===== src/rtl/uart_host_pkg.sv =====
// Shared constants and types for the UART host command framer: opcodes, command types,
// framer FSM states and per-command byte counts.
package uart_host_pkg;

  localparam logic [7:0] OP_WR  = 8'hAA;
  localparam logic [7:0] OP_RD  = 8'hBB;
  localparam logic [7:0] OP_ALU = 8'hCC;
  localparam logic [7:0] OP_NOP = 8'hDD;

  typedef enum logic [1:0] {
    CmdWr  = 2'd0,
    CmdRd  = 2'd1,
    CmdAlu = 2'd2,
    CmdNop = 2'd3
  } cmd_type_e;

  typedef enum logic [2:0] {
    StIdle,
    StStart,
    StData,
    StParity,
    StStop,
    StGap
  } state_e;

  localparam int unsigned NUM_BYTES_WR  = 3;
  localparam int unsigned NUM_BYTES_RD  = 2;
  localparam int unsigned NUM_BYTES_ALU = 4;
  localparam int unsigned NUM_BYTES_NOP = 2;

  // Index of the final byte of a command sequence.
  function automatic logic [1:0] last_byte_idx(input cmd_type_e t);
    logic [1:0] idx;
    idx = 2'd0;
    unique case (t)
      CmdWr:  idx = 2'(NUM_BYTES_WR - 1);
      CmdRd:  idx = 2'(NUM_BYTES_RD - 1);
      CmdAlu: idx = 2'(NUM_BYTES_ALU - 1);
      CmdNop: idx = 2'(NUM_BYTES_NOP - 1);
    endcase
    return idx;
  endfunction

endpackage


===== src/rtl/uart_bit_timer.sv =====
// Bit-period down-counter: loaded with (prescale - 1) at the start of each bit,
// bit_end_o is high during the last cycle of the bit.
module uart_bit_timer #(
  parameter int unsigned CntW = 6
) (
  input  logic            clk_i,
  input  logic            rst_ni,
  input  logic            load_i,
  input  logic [CntW-1:0] load_val_i,
  output logic            bit_end_o
);

  logic [CntW-1:0] cnt_q, cnt_d;

  always_comb begin
    cnt_d = cnt_q;
    if (load_i) begin
      cnt_d = load_val_i;
    end else if (cnt_q != '0) begin
      cnt_d = cnt_q - 1'b1;
    end
  end

  always_ff @(posedge clk_i) begin
    if (!rst_ni) begin
      cnt_q <= '0;
    end else begin
      cnt_q <= cnt_d;
    end
  end

  assign bit_end_o = (cnt_q == '0);

endmodule


===== src/rtl/uart_host_cmd_framer.sv =====
// Host-side UART command framer: expands one parallel command into its opcode/operand
// byte sequence and serializes each byte as a UART frame. Option: UART_HOST_ERR_INJ_EN.
module uart_host_cmd_framer
  import uart_host_pkg::*;
#(
  parameter int unsigned DW       = 8,
  parameter int unsigned ADDR_W   = 3,
  parameter int unsigned FUNCT_W  = 4,
  parameter int unsigned GAP_BITS = 1
) (
  input  logic               clk_i,
  input  logic               rst_ni,
  input  logic               cmd_valid_i,
  output logic               cmd_ready_o,
  input  logic [1:0]         cmd_type_i,
  input  logic [ADDR_W-1:0]  cmd_addr_i,
  input  logic [DW-1:0]      cmd_wdata_i,
  input  logic [DW-1:0]      cmd_op_a_i,
  input  logic [DW-1:0]      cmd_op_b_i,
  input  logic [FUNCT_W-1:0] cmd_fun_i,
  input  logic [5:0]         prescale_i,
  input  logic               par_en_i,
  input  logic               par_typ_i,
`ifdef UART_HOST_ERR_INJ_EN
  input  logic               inj_par_err_i,
`endif
  output logic               tx_out_o,
  output logic               busy_o,
  output logic               frame_done_o
);

  localparam int unsigned CntW    = 5;
  localparam int unsigned BitIdxW = $clog2(DW);
  localparam int unsigned GapLast = (GAP_BITS == 0) ? 0 : GAP_BITS - 1;

  state_e             state_q, state_d;
  logic [CntW-1:0]    cnt_q, cnt_d;
  logic [1:0]         byte_idx_q, byte_idx_d;
  cmd_type_e          type_q;
  logic [ADDR_W-1:0]  addr_q;
  logic [DW-1:0]      wdata_q, op_a_q, op_b_q;
  logic [FUNCT_W-1:0] fun_q;
  logic [5:0]         presc_q;
  logic               par_en_q, par_typ_q, inj_q;

  logic          accept, bit_end_raw, bit_end, byte_done, last_byte;
  logic          timer_load, inj_in, par_bit;
  logic [5:0]    presc_in, timer_val;
  logic [DW-1:0] cur_byte;

`ifdef UART_HOST_ERR_INJ_EN
  assign inj_in = inj_par_err_i;
`else
  assign inj_in = 1'b0;
`endif

  assign accept   = cmd_valid_i && (state_q == StIdle);
  assign presc_in = (prescale_i < 6'd2) ? 6'd2 : prescale_i;
  assign bit_end  = bit_end_raw && (state_q != StIdle);

  // The first bit must time with the prescale being latched this cycle.
  assign timer_load = accept || bit_end;
  assign timer_val  = accept ? (presc_in - 6'd1) : (presc_q - 6'd1);

  uart_bit_timer #(
    .CntW(6)
  ) u_bit_timer (
    .clk_i      (clk_i),
    .rst_ni     (rst_ni),
    .load_i     (timer_load),
    .load_val_i (timer_val),
    .bit_end_o  (bit_end_raw)
  );

  assign last_byte = (byte_idx_q == last_byte_idx(type_q));
  assign byte_done = bit_end &&
                     (((state_q == StStop) && (GAP_BITS == 0)) ||
                      ((state_q == StGap) && (cnt_q == CntW'(GapLast))));

  always_comb begin
    state_d    = state_q;
    cnt_d      = cnt_q;
    byte_idx_d = byte_idx_q;
    unique case (state_q)
      StIdle: begin
        if (accept) begin
          state_d    = StStart;
          byte_idx_d = '0;
          cnt_d      = '0;
        end
      end
      StStart: begin
        if (bit_end) begin
          state_d = StData;
          cnt_d   = '0;
        end
      end
      StData: begin
        if (bit_end) begin
          if (cnt_q == CntW'(DW - 1)) begin
            state_d = par_en_q ? StParity : StStop;
            cnt_d   = '0;
          end else begin
            cnt_d = cnt_q + 1'b1;
          end
        end
      end
      StParity: begin
        if (bit_end) state_d = StStop;
      end
      StStop: begin
        if (bit_end && (GAP_BITS != 0)) begin
          state_d = StGap;
          cnt_d   = '0;
        end
      end
      StGap: begin
        if (bit_end && !byte_done) cnt_d = cnt_q + 1'b1;
      end
      default: state_d = StIdle;
    endcase
    if (byte_done) begin
      state_d    = last_byte ? StIdle : StStart;
      byte_idx_d = byte_idx_q + 1'b1;
      cnt_d      = '0;
    end
  end

  always_ff @(posedge clk_i) begin
    if (!rst_ni) begin
      state_q    <= StIdle;
      cnt_q      <= '0;
      byte_idx_q <= '0;
      type_q     <= CmdWr;
      addr_q     <= '0;
      wdata_q    <= '0;
      op_a_q     <= '0;
      op_b_q     <= '0;
      fun_q      <= '0;
      presc_q    <= 6'd2;
      par_en_q   <= 1'b0;
      par_typ_q  <= 1'b0;
      inj_q      <= 1'b0;
    end else begin
      state_q    <= state_d;
      cnt_q      <= cnt_d;
      byte_idx_q <= byte_idx_d;
      if (accept) begin
        type_q    <= cmd_type_e'(cmd_type_i);
        addr_q    <= cmd_addr_i;
        wdata_q   <= cmd_wdata_i;
        op_a_q    <= cmd_op_a_i;
        op_b_q    <= cmd_op_b_i;
        fun_q     <= cmd_fun_i;
        presc_q   <= presc_in;
        par_en_q  <= par_en_i;
        par_typ_q <= par_typ_i;
        inj_q     <= inj_in;
      end
    end
  end

  // Byte mux: opcode first, then operands zero-extended to the byte width.
  always_comb begin
    cur_byte = '0;
    unique case (type_q)
      CmdWr: begin
        unique case (byte_idx_q)
          2'd0:    cur_byte = DW'(OP_WR);
          2'd1:    cur_byte = DW'(addr_q);
          default: cur_byte = wdata_q;
        endcase
      end
      CmdRd: begin
        unique case (byte_idx_q)
          2'd0:    cur_byte = DW'(OP_RD);
          default: cur_byte = DW'(addr_q);
        endcase
      end
      CmdAlu: begin
        unique case (byte_idx_q)
          2'd0:    cur_byte = DW'(OP_ALU);
          2'd1:    cur_byte = op_a_q;
          2'd2:    cur_byte = op_b_q;
          default: cur_byte = DW'(fun_q);
        endcase
      end
      CmdNop: begin
        unique case (byte_idx_q)
          2'd0:    cur_byte = DW'(OP_NOP);
          default: cur_byte = DW'(fun_q);
        endcase
      end
    endcase
  end

  assign par_bit = (par_typ_q ? ~^cur_byte : ^cur_byte) ^ (inj_q && (byte_idx_q == 2'd0));

  always_comb begin
    tx_out_o = 1'b1;
    unique case (state_q)
      StStart:  tx_out_o = 1'b0;
      StData:   tx_out_o = cur_byte[cnt_q[BitIdxW-1:0]];
      StParity: tx_out_o = par_bit;
      default:  tx_out_o = 1'b1;
    endcase
  end

  assign busy_o       = (state_q != StIdle);
  assign cmd_ready_o  = (state_q == StIdle);
  assign frame_done_o = (state_q == StStop) && bit_end;

endmodule


===== config.mk =====
export PLATFORM = sky130hd
export DESIGN_NAME = uart_host_cmd_framer
export DESIGN_NICKNAME = d
export VERILOG_FILES = /design/src/rtl/uart_host_pkg.sv /design/src/rtl/uart_bit_timer.sv /design/src/rtl/uart_host_cmd_framer.sv
export SDC_FILE = /design/constraint.sdc
export NUM_CORES = 1
export LEC_CHECK = 0
export CORE_MARGIN = 10
export CORE_UTILIZATION = 45
export CTS_CLUSTER_DIAMETER = 200
export DETAILED_ROUTE_END_ITERATION = 10
export MAX_ROUTING_LAYER = met4
export PLACE_DENSITY = 0.68
export SLEW_MARGIN = 10
export SYNTH_ARGS = -nofsm -noshare
export SYNTH_HDL_FRONTEND = slang
export SYNTH_SLANG_ARGS = --single-unit

===== constraint.sdc =====
create_clock -name clk_i -period 4.3 [get_ports clk_i]
set_input_delay 0.43 -clock clk_i [delete_from_list [all_inputs] [get_ports clk_i]]
set_output_delay 0.43 -clock clk_i [all_outputs]
set_load 0.02 [all_outputs]

==> Implementation_results.wiki, run 1 <==
{| class="wikitable"
! Metric !! Value
|-
| Number of enable-type register cells in the synthesized netlist || 0
|-
| Effective utilization at floorplan || 0.467
|-
| Data arrival at the endpoint of the critical path || 3.40 ns
|-
| Sequential share of the synthesized area || 0.356
|-
| Async S/R FF share, synth || 0
|-
| Unique cell type count in the Yosys netlist || 62
|-
| Global-route wire length before repair || 13.4 mm
|-
| Met1 capacity usage during global routing || 0.188
|-
| # clock sinks || 57
|-
| IO Count || 48
|-
| Final setup violating endpoints || 0
|-
| Cell row count || 30
|-
| Logic depth of the worst register-to-register path || 8
|-
| Final-report max-slew violation count || 0
|-
| Class of the worst hold path || reg2reg
|-
| PnR worst setup slack || 0.468 ns
|-
| Areal power density over the cells || 546 mW/mm2
|-
| Maximum number of pins on one net before global-route repair || 46
|-
| First drt pass iteration count || 4
|-
| Post-synth top flop || sky130_fd_sc_hd__dfxtp_1
|-
| Worst R2R Start || state_q[0]
|-
| Top post-synthesis cells by area || sky130_fd_sc_hd__dfxtp_1 36%, sky130_fd_sc_hd__nand2_1 11%, sky130_fd_sc_hd__a21boi_1 4.9%, sky130_fd_sc_hd__a21boi_0 4.4%, sky130_fd_sc_hd__ha_1 2.7%
|-
| Worst rel slew slack || 0.354
|-
| Root buffer selected by CTS || sky130_fd_sc_hd__clkbuf_8
|-
| Initial antenna violation count || 0
|-
| Maximum VDD drop || 0.220 mV
|-
| Total clock buffers created by CTS || 9
|-
| Core area || 0.00687 mm2
|-
| Top library cells by usage in the layout, fill and taps aside || 95 x sky130_fd_sc_hd__nand2_1, 57 x sky130_fd_sc_hd__dfxtp_1, 46 x sky130_fd_sc_hd__clkdlybuf4s50_1
|-
| Hold path startpoint || op_b_q[5]
|-
| Mean cell area of the mapped netlist || 7.93 um2
|-
| Routed length per placed instance || 14.6 um
|-
| Post-synthesis register bit count || 57
|-
| Endpoints failing hold || 0
|-
| Overflow left after global routing || 0
|-
| Filler cell count || 644
|-
| Number of global-route vias before repair || 2765
|-
| CP Data Required Time || 3.87 ns
|-
| Port Buffers || 47
|-
| Cells after synthesis || 404
|-
| Post-synthesis instance area || 0.00321 mm2
|-
| Static leakage || 1.42 nW
|-
| CTS tree || yes
|-
| Cell accounting for the most synthesized area || sky130_fd_sc_hd__dfxtp_1
|-
| DIE AREA || 0.0109 mm2
|-
| Final min period || 3.83 ns
|-
| Total via count in the routed design || 2906
|-
| Clock transition at path regs || 0.06 ns
|-
| Slew at the pin with the worst max-slew slack || 0.956 ns
|-
| Total power consumption of the routed design || 2.14 mW
|-
| Portion of synthesized cell area occupied by the leading cell type || 0.356
|-
| Clock insertion delay at the later pin of the skew report || 0.33 ns
|-
| Capture instance of the worst register-to-register path || u_bit_timer.cnt_q[5]
|-
| Yosys warnings || 0
|-
| Maximum net fanout on the critical path || 14
|-
| Achievable clock frequency || 261 MHz
|-
| Gr busiest metal || met2
|-
| Post-synthesis net count || 455
|-
| Post-detailed-routing wire length || 7.91 mm
|-
| End of the worst hold path || op_b_q[5]
|-
| Number of DRC violations after detailed routing || 0
|-
| H-Tree Level Count || 3
|-
| Growth of design area from synthesis to finish || 22.0%
|-
| Setup repair after global routing missed its margin || no
|-
| Die height || 104 um
|-
| GR Util met3 || 0.0279
|-
| Worst slack, placed || 0.408 ns
|-
| Clock Tree Buf Depth || 2
|-
| First-iteration detailed-routing DRC count || 246
|-
| Fraction of final layout cells with drive strength greater than 1 || 0.0653
|-
| Total Negative Setup Slacks || 0 ns
|-
| Hpwl dp || 5.91 mm
|-
| Global routing usage on met2 || 0.231
|-
| Total Nets Final || 490
|-
| Chip Width || 104 um
|-
| Total routing usage reported by global routing || 0.149
|-
| Antenna diode count || 0
|-
| Global placer's final weighted congestion || 0.877
|-
| Part of the cycle the worst path needs || 0.891
|-
| Worst setup slack for register-to-register paths || 1.35 ns
|-
| Result of the run || completed
|-
| Startpoint-to-endpoint class of the critical path || reg2out
|-
| Final clock skew || 0.00532 ns
|-
| Vias per std cell || 5.38
|-
| Instance count along the most critical hold path || 2
|-
| Crit path launch type || flip-flop
|-
| CP Capture Type || output pin
|-
| Max capacitance violation total || 0
|-
| Post-route antenna net violation count || 0
|-
| Leading cell type in the layout, fill and taps excluded || sky130_fd_sc_hd__nand2_1
|}
-- worst max-delay path, stage by stage, from the launching register on --
cell and delay, ns:
sky130_fd_sc_hd__dfxtp_1 0.48, sky130_fd_sc_hd__inv_1 0.10, sky130_fd_sc_hd__ha_1 0.36, sky130_fd_sc_hd__a221o_1 0.41, sky130_fd_sc_hd__a222oi_1 0.41, sky130_fd_sc_hd__xnor2_1 0.18
sky130_fd_sc_hd__xnor3_1 0.25, sky130_fd_sc_hd__xor2_1 0.19, sky130_fd_sc_hd__o32ai_1 0.12, sky130_fd_sc_hd__a311oi_1 0.29, sky130_fd_sc_hd__dlymetal6s2s_1 0.28
-- registers in the layout (all words and copies together), names as in the netlist --
signal / count
wdata_q: 8
byte_idx_q: 2
fun_q: 4
par_en_q: 1
u_bit_timer.cnt_q: 6
par_typ_q: 1
type_q: 2
state_q: 3
op_a_q: 8
addr_q: 3
op_b_q: 8
cnt_q: 5
presc_q: 6
-- layout make-up --
cell class	count	area (um2)	share of cell area
Timing Repair Buffer	50	495	0.127
Multi-Input combinational cell	311	1920	0.492
Inverter	10	37.5	0.00960
Tap cell	96	120	0.0307
Clock buffer	14	183	0.0467
Clock inverter	2	10.0	0.00256
Sequential cell	57	1140	0.292
-- Yosys cell counts (all sizes together), types with 2 or more instances --
library cell	instances
dfxtp	57
inv	10
buf	5
o2111ai	2
a2bb2oi	2
or2	2
or4	3
a31oi	13
or4b	2
nor3b	6
and2	3
a22o	3
xnor2	9
nand2	95
clkbuf	21
a211oi	2
a21boi	40
nor2	24
nor3	5
ha	7
a22oi	3
o21ai	13
a311oi	2
nor2b	9
nor4	4
nand2b	11
o211ai	2
nand3	11
a21oi	10
a221oi	4
-- layer usage --
metal / share of wire / vias to the layer above
li1: - / 1503
met1: 0.49 / 1341
met2: 0.46 / 53
met3: 0.029 / 9
met4: 0.015 / 0
met5: 0 / -
-- cell families (layout without fill, tap and decap cells) --
family	Yosys count	after routing	synth area share
muxes	3	3	0.0148
AOI/OAI and AO/OA	110	110	0.248
buffers and inverters	36	76	0.0461
adders and majority gates	7	7	0.0273
DFF	57	57	0.356
xor gates and xnor gates	11	11	0.0343
and+or+nand+nor	180	180	0.274
-- worst max path at each step --
stage                              from        to  slack [ns]  cells past startpoint
after floorplan           byte_idx_q[0]  tx_out_o        1.10                     10
after global placement    byte_idx_q[1]  tx_out_o        0.46                     10
after detailed placement  byte_idx_q[1]  tx_out_o        0.41                     10
after CTS                 byte_idx_q[1]  tx_out_o        0.02                     10
after global routing      byte_idx_q[1]  tx_out_o        0.16                     10
final                     byte_idx_q[1]  tx_out_o        0.47                     10
-- stage by stage --
stage / utilization / area (um2) / hold slack (ns) / instances
5_1_grt: 0.569 / 3910 / 0.484 / 540
6_report: 0.569 / 3910 / 0.453 / 540
4_1_cts: 0.568 / 3900 / 0.456 / 540
3_5_place_dp: 0.540 / 3710 / 0.447 / 524
3_3_place_gp: 0.540 / 3710 / 0.446 / 524
2_1_floorplan: - / 3210 / 0.430 / 404
-- power breakdown --
group          switching (mW)  internal (mW)
Combinational           0.519          0.394
Clock                   0.206          0.271
Sequential              0.116          0.631
Total                   0.841           1.30
-- repair_timing --
| action | 4_1_cts | 5_1_grt |
|---|---|---|
| endpoints found under the setup margin | 0 | 1 |
| gates resized for setup | 0 | 2 |
| hold buffers | 0 | 0 |
| setup buffers | 0 | 0 |
(Power assumes the default switching activity.)
==> inputs of run 2 (changes only) <==
CELL_PAD_IN_SITES_DETAIL_PLACEMENT = 1   (was default)
CELL_PAD_IN_SITES_GLOBAL_PLACEMENT = 2   (was default)
CORE_UTILIZATION = 34   (was 45)
PLACE_DENSITY = default   (was 0.68)
PLACE_DENSITY_LB_ADDON = 0.1   (was default)
==> run 2 against run 1 <==
Effect of this change: cell count is 2.4% higher; critical endpoint unchanged; worst hold slack gained 0.0017 ns; global-route usage shrank 0.76 points; largest power group unchanged; clock skew increased by 0.0058 ns.
==> Implementation_results.wiki, run 2 (synthesis gave the netlist of run 1 again) <==
{| class="wikitable"
! Metric !! Value
|-
| Result of the run || completed
|-
| Capture instance of the worst register-to-register path || u_bit_timer.cnt_q[4]
|-
| Count of placed standard cells including taps || 538 (+2.7%)
|-
| Filler cell count || 1121 (+74%)
|-
| Final-report max-slew violation count || 0 (unchanged)
|-
| Total routing usage reported by global routing || 0.142 (-0.00756)
|-
| Die height || 117 um (+12%)
|-
| CP Launch Point || byte_idx_q[1]
|-
| First drt pass iteration count || 4 (unchanged)
|-
| Total via count in the routed design || 2967 (+2.1%)
|-
| Antenna diode count || 0 (unchanged)
|-
| CP Data Required Time || 3.87 ns (about the same)
|-
| Class of the worst hold path || reg2reg
|-
| Root buffer selected by CTS || sky130_fd_sc_hd__clkbuf_8
|-
| Max capacitance violation total || 0 (unchanged)
|-
| Post-detailed-routing wire length || 9.07 mm (+15%)
|-
| Final clock skew || 0.0112 ns (+0.00583 ns)
|-
| Areal power density over the cells || 557 mW/mm2 (+1.9%)
|-
| Cell row count || 35 (+17%)
|-
| Worst R2R Start || state_q[0]
|-
| First-iteration detailed-routing DRC count || 162 (-34%)
|-
| CP Capture Point || tx_out_o
|-
| Achievable clock frequency || 250 MHz (-4.0%)
|-
| Total power consumption of the routed design || 2.18 mW (+2.0%)
|-
| Number of global-route vias before repair || 2980 (+7.8%)
|-
| Overflow left after global routing || 0 (unchanged)
|-
| Routed length per placed instance || 16.4 um (+12%)
|-
| Slew at the pin with the worst max-slew slack || 1.07 ns (+0.117 ns)
|-
| Global placer's final weighted congestion || 0.855 (-2.5%)
|-
| Global-route wire length before repair || 15.1 mm (+13%)
|-
| Setup repair after global routing missed its margin || no
|-
| IO Count || 48 (unchanged)
|-
| Static leakage || 1.40 nW (-1.0%)
|-
| Total Negative Setup Slacks || 0 ns (unchanged)
|-
| Final setup violating endpoints || 0 (unchanged)
|-
| Worst rel slew slack || 0.276 (-0.0788)
|-
| Count of hold-fix buffers inserted at cts || 0 (unchanged)
|-
| Maximum VDD drop || 0.252 mV (+15%)
|-
| Number of DRC violations after detailed routing || 0 (unchanged)
|-
| Data arrival at the endpoint of the critical path || 3.56 ns (+0.16 ns)
|-
| Chip Width || 117 um (+12%)
|-
| Leading cell type in the layout, fill and taps excluded || sky130_fd_sc_hd__nand2_1
|-
| H-Tree Level Count || 3 (unchanged)
|-
| Maximum number of pins on one net before global-route repair || 47 (+2.2%)
|-
| DIE AREA || 0.0137 mm2 (+26%)
|-
| Port Buffers || 47 (unchanged)
|-
| CTS tree || yes
|-
| Part of the cycle the worst path needs || 0.929 (+0.0376)
|-
| CP Capture Type || output pin
|-
| Total Nets Final || 489 (-0.20%)
|-
| Logic depth of the worst register-to-register path || 9 (+1)
|-
| Maximum net fanout on the critical path || 14 (unchanged)
|-
| # clock sinks || 57 (unchanged)
|-
| Core area || 0.00920 mm2 (+34%)
|-
| Initial antenna violation count || 0 (unchanged)
|-
| Footprint of the multi-input gates || 0.00192 mm2 (about the same)
|-
| Worst setup slack for register-to-register paths || 1.64 ns (+0.29 ns)
|-
| Post-route antenna net violation count || 0 (unchanged)
|-
| Endpoints failing hold || 0 (unchanged)
|-
| Hold WS || 0.455 ns (+0.00171 ns)
|-
| Fraction of final layout cells with drive strength greater than 1 || 0.0656 (+0.000296)
|-
| Startpoint-to-endpoint class of the critical path || reg2out
|-
| Crit path launch type || flip-flop
|-
| Vias per std cell || 5.37 (-0.30%)
|-
| Area of all sequential standard cells || 0.00114 mm2 (unchanged)
|-
| Hpwl dp || 6.68 mm (+13%)
|-
| Clock transition at path regs || 0.06 ns (about the same)
|-
| Total clock buffers created by CTS || 9 (unchanged)
|-
| Clock insertion delay at the later pin of the skew report || 0.34 ns (about the same)
|-
| Final Non-Filler Cells || 553 (+2.4%)
|-
| Largest registers in the final layout || op_a_q x8, op_b_q x8, wdata_q x8
|-
| Effective utilization at floorplan || 0.349 (-0.118)
|-
| Clock Tree Buf Depth || 2 (unchanged)
|-
| Growth of design area from synthesis to finish || 22.1% (about the same)
|-
| Final min period || 3.99 ns (+0.162 ns)
|-
| Top library cells by usage in the layout, fill and taps aside || 95 x sky130_fd_sc_hd__nand2_1, 57 x sky130_fd_sc_hd__dfxtp_1, 45 x sky130_fd_sc_hd__clkdlybuf4s50_1
|}
-- run 2: cell count changes in the layout (fill, tap and decap cells not counted) --
| cell | delta |
|---|---|
| sky130_fd_sc_hd__a311oi_1 | +1 |
| sky130_fd_sc_hd__a311oi_2 | -1 |
| sky130_fd_sc_hd__buf_2 | +1 |
| sky130_fd_sc_hd__buf_4 | -1 |
| sky130_fd_sc_hd__bufinv_16 | +1 |
| sky130_fd_sc_hd__clkbuf_8 | -2 |
| sky130_fd_sc_hd__clkdlybuf4s50_1 | -1 |
| sky130_fd_sc_hd__dlygate4sd2_1 | +1 |
| sky130_fd_sc_hd__dlymetal6s2s_1 | -1 |
| sky130_fd_sc_hd__ha_1 | -2 |
| sky130_fd_sc_hd__ha_2 | +2 |
-- run 2: final cells by class --
class / count / share of cell area
clock buffers: 12 / 0.0396
flip-flops and latches: 57 / 0.292
clock inverters: 3 / 0.0102
repair buffers: 49 / 0.122
inverters: 10 / 0.00959
well taps: 111 / 0.0355
multi-input cells: 311 / 0.491
-- run 2: timing repair --
item / 4_1_cts / 5_1_grt
endpoints found under the setup margin: 1 / 1
pin swaps: 0 / 0
gates resized for setup: 1 / 2
setup buffers: 0 / 0
-- run 2: report_power, final --
part	switching, mW	internal [mW]	total (mW)
Clock	0.212	0.294	0.506
Combinational	0.537	0.385	0.922
Sequential	0.120	0.631	0.751
-- run 2: worst min path at each step --
| stage | cells after the start | end | from |
|---|---|---|---|
| detailed placement | 2 | op_a_q[5] | op_a_q[5] |
| finish | 2 | op_a_q[5] | op_a_q[5] |
| floorplan | 2 | wdata_q[0] | wdata_q[0] |
| global placement | 2 | op_a_q[5] | op_a_q[5] |
| CTS | 2 | op_a_q[5] | op_a_q[5] |
| global route | 2 | op_b_q[3] | op_b_q[3] |
-- run 2: routing by layer --
layer | part of all wire | GRT usage | vias to the layer above
met3 | 0.036 | 0.0352 | 14
met2 | 0.45 | 0.222 | 48
met5 | 0 | - | -
li1 | - | - | 1493
met4 | 0.018 | 0.0437 | 0
met1 | 0.49 | 0.176 | 1412
-- run 2: stage by stage --
step                       util  cell area (um2)  worst slack [ns]
after floorplan               -             3210              1.10
after global placement    0.404             3710             0.386
after detailed placement  0.404             3710             0.258
after CTS                 0.425             3910             0.164
after global routing      0.426             3910            0.0453
final                     0.426             3910             0.307
-- run 2: critical path, cell delays in order, from the launching register on --
cell	delay, ns
sky130_fd_sc_hd__dfxtp_1	0.50
sky130_fd_sc_hd__inv_1	0.11
sky130_fd_sc_hd__ha_2	0.28
sky130_fd_sc_hd__a221oi_1	0.35
sky130_fd_sc_hd__nor3_1	0.08
sky130_fd_sc_hd__a311oi_1	0.39
sky130_fd_sc_hd__xnor3_1	0.49
sky130_fd_sc_hd__xor2_1	0.20
sky130_fd_sc_hd__o32ai_1	0.13
sky130_fd_sc_hd__a311oi_1	0.31
sky130_fd_sc_hd__dlygate4sd2_1	0.38
